--- src/rtl/pipe_pkg.sv ---
// rtl/pipe_pkg.sv - shared widths, ctrl field packing and entry op encoding
//
// Package contents:
//   DEF_DATA_W / DEF_CTRL_W / DEF_OPC_W : default stage payload widths
//   *_BIT / *_LSB / *_MSB               : bit positions inside the ctrl field
//   entry_op_e                          : per-cycle command for one held entry
//   count_valid()                       : number of valid entries out of two
package pipe_pkg;

  localparam int DEF_DATA_W = 96;
  localparam int DEF_CTRL_W = 8;
  localparam int DEF_OPC_W  = 6;

  // Packing of the ctrl field. Every stage register and every consumer
  // decodes ctrl through these positions, so they must stay in one place.
  localparam int MEMWR_BIT    = 0;
  localparam int MEMREAD_BIT  = 1;
  localparam int BRANCH_BIT   = 2;
  localparam int MEMTOREG_LSB = 3;
  localparam int MEMTOREG_MSB = 4;
  localparam int REGWR_BIT    = 5;

  // HOLD keeps the entry, LOAD captures a new valid payload, CLEAR empties
  // the entry and zeroes its payload.
  typedef enum logic [1:0] {
    ENTRY_HOLD  = 2'd0,
    ENTRY_LOAD  = 2'd1,
    ENTRY_CLEAR = 2'd2
  } entry_op_e;

  function automatic logic [1:0] count_valid(input logic a, input logic b);
    return {1'b0, a} + {1'b0, b};
  endfunction

endpackage

--- src/rtl/pipe_skid_entry.sv ---
// rtl/pipe_skid_entry.sv - one held pipeline entry: valid bit plus payload
//
// Ports:
//   clk_i    rising-edge clock
//   rst_ni   asynchronous active-low reset, clears valid and payload
//   op_i     HOLD / LOAD / CLEAR command for this cycle
//   data_i   payload captured on LOAD
//   ctrl_i   control field captured on LOAD
//   opc_i    opcode captured on LOAD
//   valid_o  entry holds an instruction
//   data_o   held payload
//   ctrl_o   held control field (zero whenever the entry is empty)
//   opc_o    held opcode (zero whenever the entry is empty)
module pipe_skid_entry
  import pipe_pkg::*;
#(
  parameter int DATA_W = DEF_DATA_W,
  parameter int CTRL_W = DEF_CTRL_W,
  parameter int OPC_W  = DEF_OPC_W
) (
  input  logic              clk_i,
  input  logic              rst_ni,
  input  entry_op_e         op_i,
  input  logic [DATA_W-1:0] data_i,
  input  logic [CTRL_W-1:0] ctrl_i,
  input  logic [OPC_W-1:0]  opc_i,
  output logic              valid_o,
  output logic [DATA_W-1:0] data_o,
  output logic [CTRL_W-1:0] ctrl_o,
  output logic [OPC_W-1:0]  opc_o
);

  logic              valid_q, valid_d;
  logic [DATA_W-1:0] data_q,  data_d;
  logic [CTRL_W-1:0] ctrl_q,  ctrl_d;
  logic [OPC_W-1:0]  opc_q,   opc_d;

  always_comb begin
    valid_d = valid_q;
    data_d  = data_q;
    ctrl_d  = ctrl_q;
    opc_d   = opc_q;
    case (op_i)
      ENTRY_LOAD: begin
        valid_d = 1'b1;
        data_d  = data_i;
        ctrl_d  = ctrl_i;
        opc_d   = opc_i;
      end
      ENTRY_CLEAR: begin
        // Zero-on-clear keeps ctrl/opc at zero for as long as the entry is
        // empty, independent of any gating done by the instantiator.
        valid_d = 1'b0;
        data_d  = '0;
        ctrl_d  = '0;
        opc_d   = '0;
      end
      default: begin
        valid_d = valid_q;
      end
    endcase
  end

  always_ff @(posedge clk_i or negedge rst_ni) begin
    if (!rst_ni) begin
      valid_q <= 1'b0;
      data_q  <= '0;
      ctrl_q  <= '0;
      opc_q   <= '0;
    end else begin
      valid_q <= valid_d;
      data_q  <= data_d;
      ctrl_q  <= ctrl_d;
      opc_q   <= opc_d;
    end
  end

  assign valid_o = valid_q;
  assign data_o  = data_q;
  assign ctrl_o  = ctrl_q;
  assign opc_o   = opc_q;

endmodule

--- src/rtl/pipe_stage_reg.sv ---
// rtl/pipe_stage_reg.sv - inter-stage pipeline register with skid buffer and flush
//
// Ports:
//   clk        rising-edge clock
//   reset      asynchronous active-low reset
//   flush      synchronous kill of all held entries; drops a coincident accept
//   in_valid   upstream presents an instruction
//   in_ready   stage can accept (registered, equals "skid entry empty")
//   in_data    datapath payload
//   in_ctrl    control payload
//   in_opc     opcode
//   out_valid  stage presents an instruction downstream
//   out_ready  downstream accepts this cycle
//   out_data   datapath payload of the main entry
//   out_ctrl   control payload, zero whenever out_valid is low
//   out_opc    opcode, zero whenever out_valid is low
//   occupancy  number of held entries (0..2)
module pipe_stage_reg
  import pipe_pkg::*;
#(
  parameter int DATA_W = DEF_DATA_W,
  parameter int CTRL_W = DEF_CTRL_W,
  parameter int OPC_W  = DEF_OPC_W
) (
  input  logic              clk,
  input  logic              reset,
  input  logic              flush,
  input  logic              in_valid,
  output logic              in_ready,
  input  logic [DATA_W-1:0] in_data,
  input  logic [CTRL_W-1:0] in_ctrl,
  input  logic [OPC_W-1:0]  in_opc,
  output logic              out_valid,
  input  logic              out_ready,
  output logic [DATA_W-1:0] out_data,
  output logic [CTRL_W-1:0] out_ctrl,
  output logic [OPC_W-1:0]  out_opc,
  output logic [1:0]        occupancy
);

  // Main entry M drives the outputs; skid entry S catches the one
  // instruction that arrives while M is stalled.
  logic              m_valid, s_valid;
  logic [DATA_W-1:0] m_data,  s_data;
  logic [CTRL_W-1:0] m_ctrl,  s_ctrl;
  logic [OPC_W-1:0]  m_opc,   s_opc;

  entry_op_e         m_op, s_op;
  logic              m_from_s;
  logic [DATA_W-1:0] m_data_src;
  logic [CTRL_W-1:0] m_ctrl_src;
  logic [OPC_W-1:0]  m_opc_src;

  logic accept, deliver;

  // S is a flop, so in_ready never depends combinationally on out_ready.
  assign in_ready = ~s_valid;
  assign accept   = in_valid & in_ready;
  assign deliver  = m_valid & out_ready;

  always_comb begin
    m_op     = ENTRY_HOLD;
    s_op     = ENTRY_HOLD;
    m_from_s = 1'b0;
    if (flush) begin
      m_op = ENTRY_CLEAR;
      s_op = ENTRY_CLEAR;
    end else if (s_valid) begin
      // in_ready is low, so no accept can happen; only a delivery moves
      // the skid entry forward, which preserves FIFO order.
      if (deliver) begin
        m_op     = ENTRY_LOAD;
        m_from_s = 1'b1;
        s_op     = ENTRY_CLEAR;
      end
    end else if (!m_valid || deliver) begin
      m_op = accept ? ENTRY_LOAD : ENTRY_CLEAR;
    end else if (accept) begin
      s_op = ENTRY_LOAD;
    end
  end

  always_comb begin
    m_data_src = in_data;
    m_ctrl_src = in_ctrl;
    m_opc_src  = in_opc;
    if (m_from_s) begin
      m_data_src = s_data;
      m_ctrl_src = s_ctrl;
      m_opc_src  = s_opc;
    end
  end

  pipe_skid_entry #(
    .DATA_W (DATA_W),
    .CTRL_W (CTRL_W),
    .OPC_W  (OPC_W)
  ) u_main (
    .clk_i   (clk),
    .rst_ni  (reset),
    .op_i    (m_op),
    .data_i  (m_data_src),
    .ctrl_i  (m_ctrl_src),
    .opc_i   (m_opc_src),
    .valid_o (m_valid),
    .data_o  (m_data),
    .ctrl_o  (m_ctrl),
    .opc_o   (m_opc)
  );

  pipe_skid_entry #(
    .DATA_W (DATA_W),
    .CTRL_W (CTRL_W),
    .OPC_W  (OPC_W)
  ) u_skid (
    .clk_i   (clk),
    .rst_ni  (reset),
    .op_i    (s_op),
    .data_i  (in_data),
    .ctrl_i  (in_ctrl),
    .opc_i   (in_opc),
    .valid_o (s_valid),
    .data_o  (s_data),
    .ctrl_o  (s_ctrl),
    .opc_o   (s_opc)
  );

  assign out_valid = m_valid;
  assign out_data  = m_data;
  // Gated as well as zero-on-clear so a bubble can never carry write enables.
  assign out_ctrl  = m_valid ? m_ctrl : '0;
  assign out_opc   = m_valid ? m_opc  : '0;
  assign occupancy = count_valid(m_valid, s_valid);

endmodule

--- config.mk ---
export PLATFORM = sky130hd
export DESIGN_NAME = pipe_stage_reg
export DESIGN_NICKNAME = d
export VERILOG_FILES = /design/src/rtl/pipe_pkg.sv /design/src/rtl/pipe_skid_entry.sv /design/src/rtl/pipe_stage_reg.sv
export SDC_FILE = /design/constraint.sdc
export NUM_CORES = 1
export LEC_CHECK = 0
export BUFFER_PORTS_ARGS = -buffer_cell sky130_fd_sc_hd__buf_4
export CAP_MARGIN = 5
export CORE_UTILIZATION = 35
export CTS_BUF_LIST = sky130_fd_sc_hd__clkbuf_8
export CTS_CLUSTER_SIZE = 24
export DETAILED_ROUTE_END_ITERATION = 7
export MAX_ROUTING_LAYER = met4
export PLACE_DENSITY_LB_ADDON = 0.12
export SETUP_SLACK_MARGIN = 0.2
export SYNTH_ARGS = -nofsm -noshare
export SYNTH_HDL_FRONTEND = slang
export SYNTH_SLANG_ARGS = --single-unit
--- constraint.sdc ---
create_clock -name clk -period 2.95 [get_ports clk]
set_input_delay 0.59 -clock clk [delete_from_list [all_inputs] [get_ports clk]]
set_output_delay 0.59 -clock clk [all_outputs]
set_load 0.05 [all_outputs]
==> impl_metrics.tcl, run 1 <==
set metrics [dict create \
    core.rowCount 61 \
    ys.flop_type "dfrtp_1" \
    drive_gt1_share_pct 24.25 \
    ios 229 \
    syn2layout_area_growth_pct 29.23 \
    grt_pass1_vias 7537 \
    synth_fp_nets 1106 \
    cts.sinks 222 \
    slew_viol_final 0 \
    syn_inst 987 \
    tightest_slew_ns 0.5453 \
    skew_ns 0.01010 \
    cp.required_ns 2.36 \
    post_cts_resized 0 \
    drc_errors 0 \
    path_class "flip-flop to primary output" \
    grt_usage_pct 18.32 \
    numPlacedInstances 1534 \
    antenna_found_initial 0 \
    yosysUniqueCellTypes 21 \
    wl_um 25240 \
    nets 1319 \
    yosysWarnings 0 \
    regToRegStartpoint "u_main.valid_o$_DFFE_PN0P_" \
    insertion_delay_ns 0.52 \
    cts_made_buffers 41 \
    num_vias 7409 \
    path_delay_family "buffers and inverters" \
    powerDensity_nw_per_um2 1079 \
    place_congestion 0.7281 \
    diodes 0 \
    ir_drop_v 0.0005648 \
    max-slew-margin-rel_pct 63.65 \
    core-area_um2 27780 \
    via_per_inst 4.610 \
    cts_tree "done" \
    fin_crit_ns 2.182 \
    htree_levels 2 \
    crit_path_start "u_main.valid_o$_DFFE_PN0P_" \
    fin_setup_tns_ns 0 \
    overflow 0 \
    cts_buffer_depth 3 \
    fmax_mhz 458.2 \
    portBuffers 228 \
    die_area_um2 28870 \
    cp_data_arrival_time_ns 1.59 \
    startpoint_type "flip-flop" \
    status "finished clean" \
    drtIter0Drc 329 \
    syn_area_um2 9867 \
    setup_viol 0 \
    avgRoutedWirePerCell_um 15.71 \
    endpoint_kind "primary output" \
    path_max_fanout 18 \
    die_h_um 169.9 \
    die_w_um 169.9 \
    finalCritPeriodShare_pct 73.98 \
    dr.pass1.iters 4 \
    finalHoldViolCount 0 \
    cts.clk_slew.worst_paths_ns 0.05 \
    synth_seq_area_share_pct 56.30 \
    crit_path_max_incr_delay_ns 0.37 \
    grt_max_degree 112 \
    rsz0062_at_grt "no" \
    postCtsHoldBufs 1 \
    ant_nets 0 \
    holdCritStartpoint "in_data[40]" \
    cts_setup_buffers 0 \
    synth_edf_count 0 \
    fin_cells 1607 \
    grt_pass1_wl_um 40780 \
    ys_seq_elements 222 \
    hold_path_class "input port to flip-flop" \
    cp_common_cell "buf_4" \
    crit_chain "buf_4 > ha_1 > buf_4" \
    cts-root-buf "clkbuf_8" \
    slowest_stage "dfrtp_1" \
    start_util_pct 35.52 \
    leakage_nw 6.635 \
    async_flop_share_pct 100.0 \
    crit_buf_inv 2 \
    syn_area_per_cell_um2 9.997 \
    maxCapViolCount 0 \
    worst-r2r-setup-slack_ns 0.87 \
    hpwlAfterDp_um 15290 \
]
-- final timing paths --
check | to | depth (start not counted)
hold / removal | u_skid.data_o[40]$_DFFE_PN0P_ | 3
max in group asynchronous | u_skid.data_o[25]$_DFFE_PN0P_ | 3
setup reg to reg | u_main.data_o[16]$_DFFE_PN0P_ | 7
hold reg to reg | u_main.opc_o[2]$_DFFE_PN0P_ | 2
setup / recovery | occupancy[0] | 3
min in group asynchronous | u_skid.data_o[59]$_DFFE_PN0P_ | 2
-- final cells by class --
class / count / area, µm²
fill: 2763 / 15030
sequential: 222 / 5555
multi-input combinational: 689 / 3960
timing repair buffer: 243 / 1984
clock buffer: 49 / 674.4
tap: 378 / 473.0
clock inverter: 23 / 92.59
inverter: 3 / 11.26
-- cell families (layout without fill, tap and decap cells) --
kind of cell / count (synthesis) / in the layout / synth area share [%]
and+or+nand+nor: 351 / 351 / 16.61
adders and majority gates: 4 / 4 / 0.5072
buffers and inverters: 76 / 318 / 3.868
muxes: 112 / 112 / 11.36
DFF: 222 / 222 / 56.30
AOI/OAI and AO/OA: 222 / 222 / 11.35
-- metal layers --
metal / vias to the layer above / routed length, µm / track usage [%]
li1: 3703 / - / -
met1: 3475 / 12100 / 24.42
met2: 192 / 11200 / 27.67
met3: 39 / 1450 / 4.442
met4: 0 / 494 / 5.170
met5: - / 0 / -
-- cell usage after synthesis (all sizes together), types with 2 or more instances --
cell type,count,area share (%)
dfrtp,222,56
nand2,221,8.4
o21ai,220,11
mux2i,112,11
nand2b,110,7.0
clkbuf,47,1.8
buf,26,2.0
and2,14,0.89
ha,4,0.51
inv,3,0.11
nor2,2,0.076
-- layout by cell type (no fill, tap or decap), drive strengths merged --
cell type and instances:
clkbuf 49, inv 23, a2111o 1, or2 1
mux2i 112, nand4b 1, nand2b 110, ha 4
nor2 2, dlygate4sd3 1, clkinv 2, clkinvlp 1
nand2 221, o21ai 220, dfrtp 222, buf 242
nand3 1, o31ai 1, nand4 1, and2 14
-- power by group --
| part | internal, mW | leakage, nW | total, mW | switching [mW] |
|---|---|---|---|---|
| clock network | 1.49 | 0.467 | 2.74 | 1.25 |
| logic | 1.91 | 3.28 | 6.28 | 4.37 |
| registers | 4.13 | 2.89 | 4.74 | 0.616 |
-- metrics by stage --
step / hold slack [ns] / util, % / total power [mW] / setup slack, ns / area (µm²)
4_1_cts: 0.2926 / 45.90 / 13.97 / 0.7065 / 12750
6_report: 0.3352 / 45.90 / 13.76 / 0.7677 / 12750
2_1_floorplan: 0.2944 / - / 8.979 / 0.6098 / 9867
5_1_grt: 0.2982 / 45.90 / 14.60 / 0.6878 / 12750
3_3_place_gp: 0.4595 / 43.10 / 11.09 / 0.6679 / 11970
3_5_place_dp: 0.4669 / 43.10 / 11.15 / 0.6434 / 11970
-- state kept, by name (all words and copies together), names as in the netlist --
name,cells
u_skid.ctrl_o,8
u_skid.valid_o,1
u_main.valid_o,1
u_skid.opc_o,6
u_main.ctrl_o,8
u_main.opc_o,6
u_skid.data_o,96
u_main.data_o,96
-- worst reg2reg max path, delay by kind of cell, from the launching register on --
kind	cells	cell delay, ns
AOI/OAI and AO/OA	2	0.57
and+or+nand+nor	2	0.36
buffers and inverters	2	0.37
DFF	1	0.37
adders and majority gates	1	0.30
Note: power is estimated with default switching activity, not from simulation.
==> run 2: changes to the inputs <==
- clock period: 2.95 -> 1.76 ns (I/O delays scaled with it)
==> run 2 against run 1 <==
- the flow now finishes with violations (negative setup slack)
- core utilization is 4.1 points higher
- global-route usage increased by 0.77 points
- sequential power up 70%
- die area stayed put
- total power rose by 81%
- register-to-register slack got worse by 0.99 ns
- first-iteration DRC count down 1.2%
- flip-flop and latch count is the same
- largest power group unchanged
==> impl_metrics.tcl, run 2 (same netlist as run 1, synthesis figures left out) <==
set metrics [dict create \
    status "complete, but fails checks" \
    violations "negative setup slack" \
    powerDensity_nw_per_um2 1798 \
    cp.required_ns 2.20 \
    p_int_mw 13.82 \
    num_vias 7786 \
    seqPwrFrac_pct 32.4 \
    grt_pass1_wl_um 41800 \
    tightest_slew_ns 0.5157 \
    dr.pass1.iters 4 \
    drtIter0Drc 325 \
    place_congestion 0.7831 \
    avgRoutedWirePerCell_um 17.22 \
    start_util_pct 35.52 \
    layout_setup_ws_ns -0.1150 \
    via_per_inst 4.682 \
    maxCapViolCount 0 \
    slew_viol_final 0 \
    hpwlAfterDp_um 17160 \
    drive_gt1_share_pct 32.06 \
    rsz0062_at_grt "yes" \
    worstRegToRegCells 8 \
    power_mw 24.96 \
    grtUsageMet1_pct 24.30 \
    endpoint "u_skid.valid_o$_DFFE_PN0P_" \
    antenna_found_initial 0 \
    diodes 0 \
    startpoint_type "flip-flop" \
    ant_nets 0 \
    n_fill_cell 2675 \
    path_max_fanout 8 \
    ios 229 \
    cts.sinks 222 \
    gr-usage-met2_pct 30.08 \
    max-slew-margin-rel_pct 65.62 \
    globalRouteMet3Util_pct 4.791 \
    layout_common_cells "buf_4, dfrtp_1, nand2_1" \
    wl_um 28640 \
    cts-root-buf "clkbuf_8" \
    nets 1376 \
    cts_buffer_depth 3 \
    die_area_um2 28870 \
    grt_max_degree 65 \
    drc_errors 0 \
    htree_levels 2 \
    fmax_mhz 533.3 \
    worst-r2r-setup-slack_ns -0.12 \
    holdCritStartpoint "in_data[92]" \
    finalHoldViolCount 0 \
    core-area_um2 27780 \
    setup_viol 230 \
    hold_path_class "input port to flip-flop" \
    cts_made_buffers 42 \
    overflow 0 \
    finalCritPeriodShare_pct 106.5 \
    fin_crit_ns 1.875 \
    core.rowCount 61 \
    p_sw_mw 11.14 \
    fin_util_pct 49.96 \
    pwr-share-clk_pct 19.3 \
    path_class "flip-flop to flip-flop" \
    regToRegStartpoint "u_skid.valid_o$_DFFE_PN0P_" \
    syn2layout_area_growth_pct 40.65 \
    cts_tree "done" \
    switching_share_pct 44.62 \
    grt_pass1_vias 7552 \
    whs_ns 0.07319 \
    ir_drop_v 0.0008417 \
    portBuffers 228 \
    pre_cts_ws_ns -0.1637 \
    endpoint_kind "flip-flop" \
    crit_path_start "u_skid.valid_o$_DFFE_PN0P_" \
    rr_endpoint "u_skid.valid_o$_DFFE_PN0P_" \
    grt.busiest_layer "met2" \
    grt_usage_pct 19.09 \
    skew_ns 0.01417 \
    combPwrFrac_pct 48.4 \
    leakage_nw 7.173 \
    insertion_delay_ns 0.54 \
    layout_commonest_cell "buf_4" \
    die_h_um 169.9 \
    die_w_um 169.9 \
    cts.clk_slew.worst_paths_ns 0.06 \
    cp_data_arrival_time_ns 2.32 \
]
[run 2: cell types whose count changed in the layout (fill, tap and decap cells not counted), moves of 9 or more]
cell | before | now
o21ai_1 | 100 | 160
nand2_2 | 0 | 14
nand2_1 | 221 | 202
buf_6 | 0 | 23
buf_12 | 12 | 26
and2_1 | 14 | 5
o21ai_0 | 120 | 43
and2_2 | 0 | 9
o21ai_2 | 0 | 17
[run 2: cell type report]
cell class                      instances  area (µm²)  share of cell area, %
Clock buffer                           52       715.7                  5.157
Clock inverter                         20       82.58                 0.5950
Inverter                                3       15.01                 0.1082
Multi-Input combinational cell        689        4138                  29.81
Sequential cell                       222        5558                  40.05
Tap cell                              378       473.0                  3.408
Timing Repair Buffer                  299        2897                  20.87
[run 2: layer usage]
| layer | share of wire [%] | routed length [µm] |
|---|---|---|
| met2 | 48 | 13610 |
| met4 | 2.3 | 650 |
| met5 | 0 | 0 |
| met3 | 6.0 | 1707 |
| met1 | 44 | 12670 |
[run 2: stage by stage]
stage          TNS (ns)  instances  instance area (µm²)
2_1_floorplan    -46.53        987                10040
3_3_place_gp     -14.07       1565                12360
3_5_place_dp     -19.08       1565                12360
4_1_cts          -16.11       1644                13380
5_1_grt          -28.82       1663                13880
6_report         -14.22       1663                13880
[run 2: how the worst min path moves through the flow]
stage / endpoint / cells past startpoint
floorplan: u_main.ctrl_o[0]$_DFFE_PN0P_ / 0
global placement: u_main.data_o[44]$_DFFE_PN0P_ / 1
detailed placement: u_main.data_o[44]$_DFFE_PN0P_ / 1
CTS: u_skid.data_o[92]$_DFFE_PN0P_ / 3
global route: u_skid.ctrl_o[7]$_DFFE_PN0P_ / 3
finish: u_skid.data_o[92]$_DFFE_PN0P_ / 3
[run 2: power by group through the flow]
stage	Combinational, mW	Clock, mW	Sequential, mW
4_1_cts	11.5	4.96	8.07
3_5_place_dp	11.1	0	8.12
5_1_grt	12.8	5.19	8.28
2_1_floorplan	3.84	0	11.5
6_report	12.1	4.81	8.08
3_3_place_gp	11.0	0	8.09
[run 2: repair_timing]
item | in CTS | in global routing
pin swaps | 9 | 18
buffers inserted | 5 | 5
hold endpoints to repair | 49 | 0
setup endpoints to repair | 240 | 240
hold buffers | 1 | 0
resized for setup | 100 | 66
gates cloned | 1 | 14
[run 2: worst max-delay path, cell delays in order (launching register included)]
cell and delay [ns]:
dfrtp_2 0.43, buf_6 0.14, clkinvlp_4 0.07, nand4_1 0.14
buf_4 0.18, ha_4 0.35, buf_8 0.16, buf_16 0.14
mux2i_1 0.17
==> run 3: changes to the inputs <==
- ABC_AREA: not set -> 1
- PLACE_DENSITY: not set -> 0.66
- PLACE_DENSITY_LB_ADDON: 0.12 -> not set
- REMOVE_ABC_BUFFERS: not set -> 1
==> run 3 against run 2 <==
- critical path depth decreased by 4
- non-clock buffer count increased by 6
- clock skew about the same
- synthesized area increased by 7.4%
- largest power group unchanged
- sequential share of layout area decreased by 1.9 points
- the run still ends with negative setup slack left
- register-to-register slack about the same
- synthesized cell count increased by 38%
- sequential power decreased by 7.1%
==> impl_metrics.tcl, run 3 <==
set metrics [dict create \
    seqPwrFrac_pct 32.2 \
    wl_um 33190 \
    synth_seq_area_share_pct 52.45 \
    crit_buf_inv 3 \
    nets 1732 \
    startpoint_type "flip-flop" \
    register_area_um2 5557 \
    worstRegToRegCells 9 \
    antenna_found_initial 0 \
    finalHoldViolCount 0 \
    tightest_slew_ns 0.7077 \
    cts.sinks 222 \
    design_area_um2 14570 \
    avgRoutedWirePerCell_um 16.34 \
    switching_share_pct 43.97 \
    layout_commonest_cell "nand2_1" \
    die_area_um2 30960 \
    layout_common_cells "nand2_1, nand3_1, inv_1" \
    grt_max_degree 65 \
    cts_tree "done" \
    core.rowCount 63 \
    cts_made_buffers 39 \
    cts.clk_slew.worst_paths_ns 0.06 \
    ios 229 \
    multi_input_area_um2 3779 \
    cts_buffer_depth 3 \
    ys.flop_type "dfrtp_1" \
    ant_nets 0 \
    p_sw_mw 10.25 \
    drc_errors 0 \
    rsz0062_at_grt "yes" \
    fin_crit_ns 1.903 \
    hpwlAfterDp_um 18230 \
    grt_pass1_wl_um 49970 \
    fin_setup_tns_ns -11.04 \
    die_w_um 176.0 \
    slowest_stage "dfrtp_1" \
    overflow 0 \
    hold_depth 3 \
    p_int_mw 13.07 \
    setup_viol 191 \
    path_delay_family "flip-flops" \
    path_class "flip-flop to primary output" \
    synth_top_cell_by_area "dfrtp_1" \
    cp.required_ns 1.41 \
    maxCapViolCount 0 \
    syn_area_um2 10590 \
    layout_setup_ws_ns -0.1435 \
    core-area_um2 29720 \
    synth.most_common_cell "nand2_1" \
    synth_top_area_share_pct 52.45 \
    grt_usage_pct 20.76 \
    crit_chain "buf_4 > buf_6 > ha_4 > buf_8" \
    synth_common_cells "nand2_1, nand3_1, inv_1" \
    ys_seq_elements 222 \
    fmax_mhz 525.4 \
    insertion_delay_ns 0.52 \
    start_util_pct 35.64 \
    yosysUniqueCellTypes 19 \
    cts-root-buf "clkbuf_8" \
    die_h_um 176.0 \
    ys_top_cells_by_area "dfrtp_1, nand3_1, nand2_1" \
    cp_data_arrival_time_ns 1.55 \
    cp.depth 4 \
    async_flop_share_pct 100.0 \
    syn2layout_area_growth_pct 37.54 \
    syn_inst 1364 \
    status "complete, but fails checks" \
    endpoint_kind "primary output" \
    place_congestion 0.7663 \
    htree_levels 2 \
    slew_viol_final 0 \
    grt_pass1_vias 9433 \
    pwr-share-clk_pct 20.7 \
    hold_path_class "input port to flip-flop" \
    finalCritPeriodShare_pct 108.2 \
    path_max_fanout 3 \
    portBuffers 228 \
    via_per_inst 4.943 \
    placed_cell_area_um2 12900 \
    max-slew-margin-rel_pct 52.82 \
    combPwrFrac_pct 47.2 \
    leakage_nw 7.925 \
    violations "negative setup slack" \
    drive_gt1_share_pct 24.13 \
    diodes 0 \
    skew_ns 0.01415 \
    dr.pass1.iters 5 \
    syn_area_per_cell_um2 7.766 \
    drtIter0Drc 815 \
    powerDensity_nw_per_um2 1601 \
    synth_edf_count 0 \
    yosysWarnings 0 \
    ir_drop_v 0.0009294 \
    num_vias 10040 \
    crit_path_max_incr_delay_ns 0.39 \
    n_fill_cell 2799 \
]
-- run 3: layer usage --
layer / track usage, % / wire (µm) / up-vias
met4: 6.087 / 622 / 0
met2: 30.25 / 14880 / 408
met5: - / 0 / -
li1: - / - / 4767
met3: 3.725 / 2435 / 48
met1: 29.37 / 15250 / 4817
-- run 3: cells by family after synthesis --
logic type                 synth area share [%]
AOI/OAI and AO/OA                         5.504
adders and majority gates                0.4725
buffers and inverters                     13.34
DFF                                       52.45
and+or+nand+nor                           28.24
-- run 3: layout make-up --
class                   count  share of cell area, %
flip-flops and latches    222                  38.14
multi-input cells         803                  25.94
repair buffers            305                  20.58
inverters                 240                  6.338
clock buffers              54                  5.101
well taps                 390                  3.349
clock inverters            15                 0.3865
repair inverters            2                 0.1718
-- run 3: stage by stage --
| stage | util, % | worst slack [ns] | power (mW) | hold WS, ns | std cells |
|---|---|---|---|---|---|
| 6_report | 49.03 | -0.1435 | 23.32 | 0.07676 | 2031 |
| 5_1_grt | 49.03 | -0.2166 | 24.62 | 0.05357 | 2031 |
| 4_1_cts | 47.37 | -0.09909 | 22.86 | 0.03929 | 2014 |
| 3_5_place_dp | 43.40 | -0.1365 | 17.24 | 0.2330 | 1932 |
| 3_3_place_gp | 43.40 | -0.1410 | 17.13 | 0.2296 | 1932 |
| 2_1_floorplan | - | -5.076 | 13.60 | 0.05641 | 1265 |
-- run 3: worst reg2reg max path, stage by stage, from the launching register on --
cell,delay (ns)
dfrtp_1,0.39
inv_1,0.10
nor2_2,0.05
o31ai_2,0.29
ha_4,0.27
nor2_4,0.13
buf_12,0.20
buf_16,0.19
nand3_1,0.12
nand2_1,0.07
-- run 3: timing repair --
action,4_1_cts,5_1_grt
hold endpoints to repair,39,0
hold buffers,1,0
gates cloned,6,15
pin swaps,2,4
endpoints found under the setup margin,239,240
resized for setup,44,60
buffers inserted,6,2
-- run 3: path summary, 6_finish.rpt --
path | endpoint | from | slack [ns]
setup / recovery | occupancy[0] | u_main.valid_o$_DFFE_PN0P_ | -0.14
hold / removal | u_skid.data_o[63]$_DFFE_PN0P_ | in_data[63] | 0.08
setup reg to reg | u_main.data_o[37]$_DFFE_PN0P_ | u_main.valid_o$_DFFE_PN0P_ | -0.11
hold reg to reg | u_main.ctrl_o[2]$_DFFE_PN0P_ | u_main.ctrl_o[2]$_DFFE_PN0P_ | 0.47
max in group asynchronous | u_main.data_o[56]$_DFFE_PN0P_ | reset | 0.79
min in group asynchronous | u_main.data_o[73]$_DFFE_PN0P_ | reset | 0.28
-- run 3: power by group through the flow --
| stage | Sequential (mW) | Clock (mW) | Combinational (mW) |
|---|---|---|---|
| global route | 7.67 | 5.19 | 11.8 |
| global placement | 7.55 | 0 | 9.59 |
| finish | 7.51 | 4.82 | 11.0 |
| detailed placement | 7.54 | 0 | 9.69 |
| CTS | 7.50 | 4.96 | 10.4 |
| floorplan | 10.5 | 0 | 3.13 |
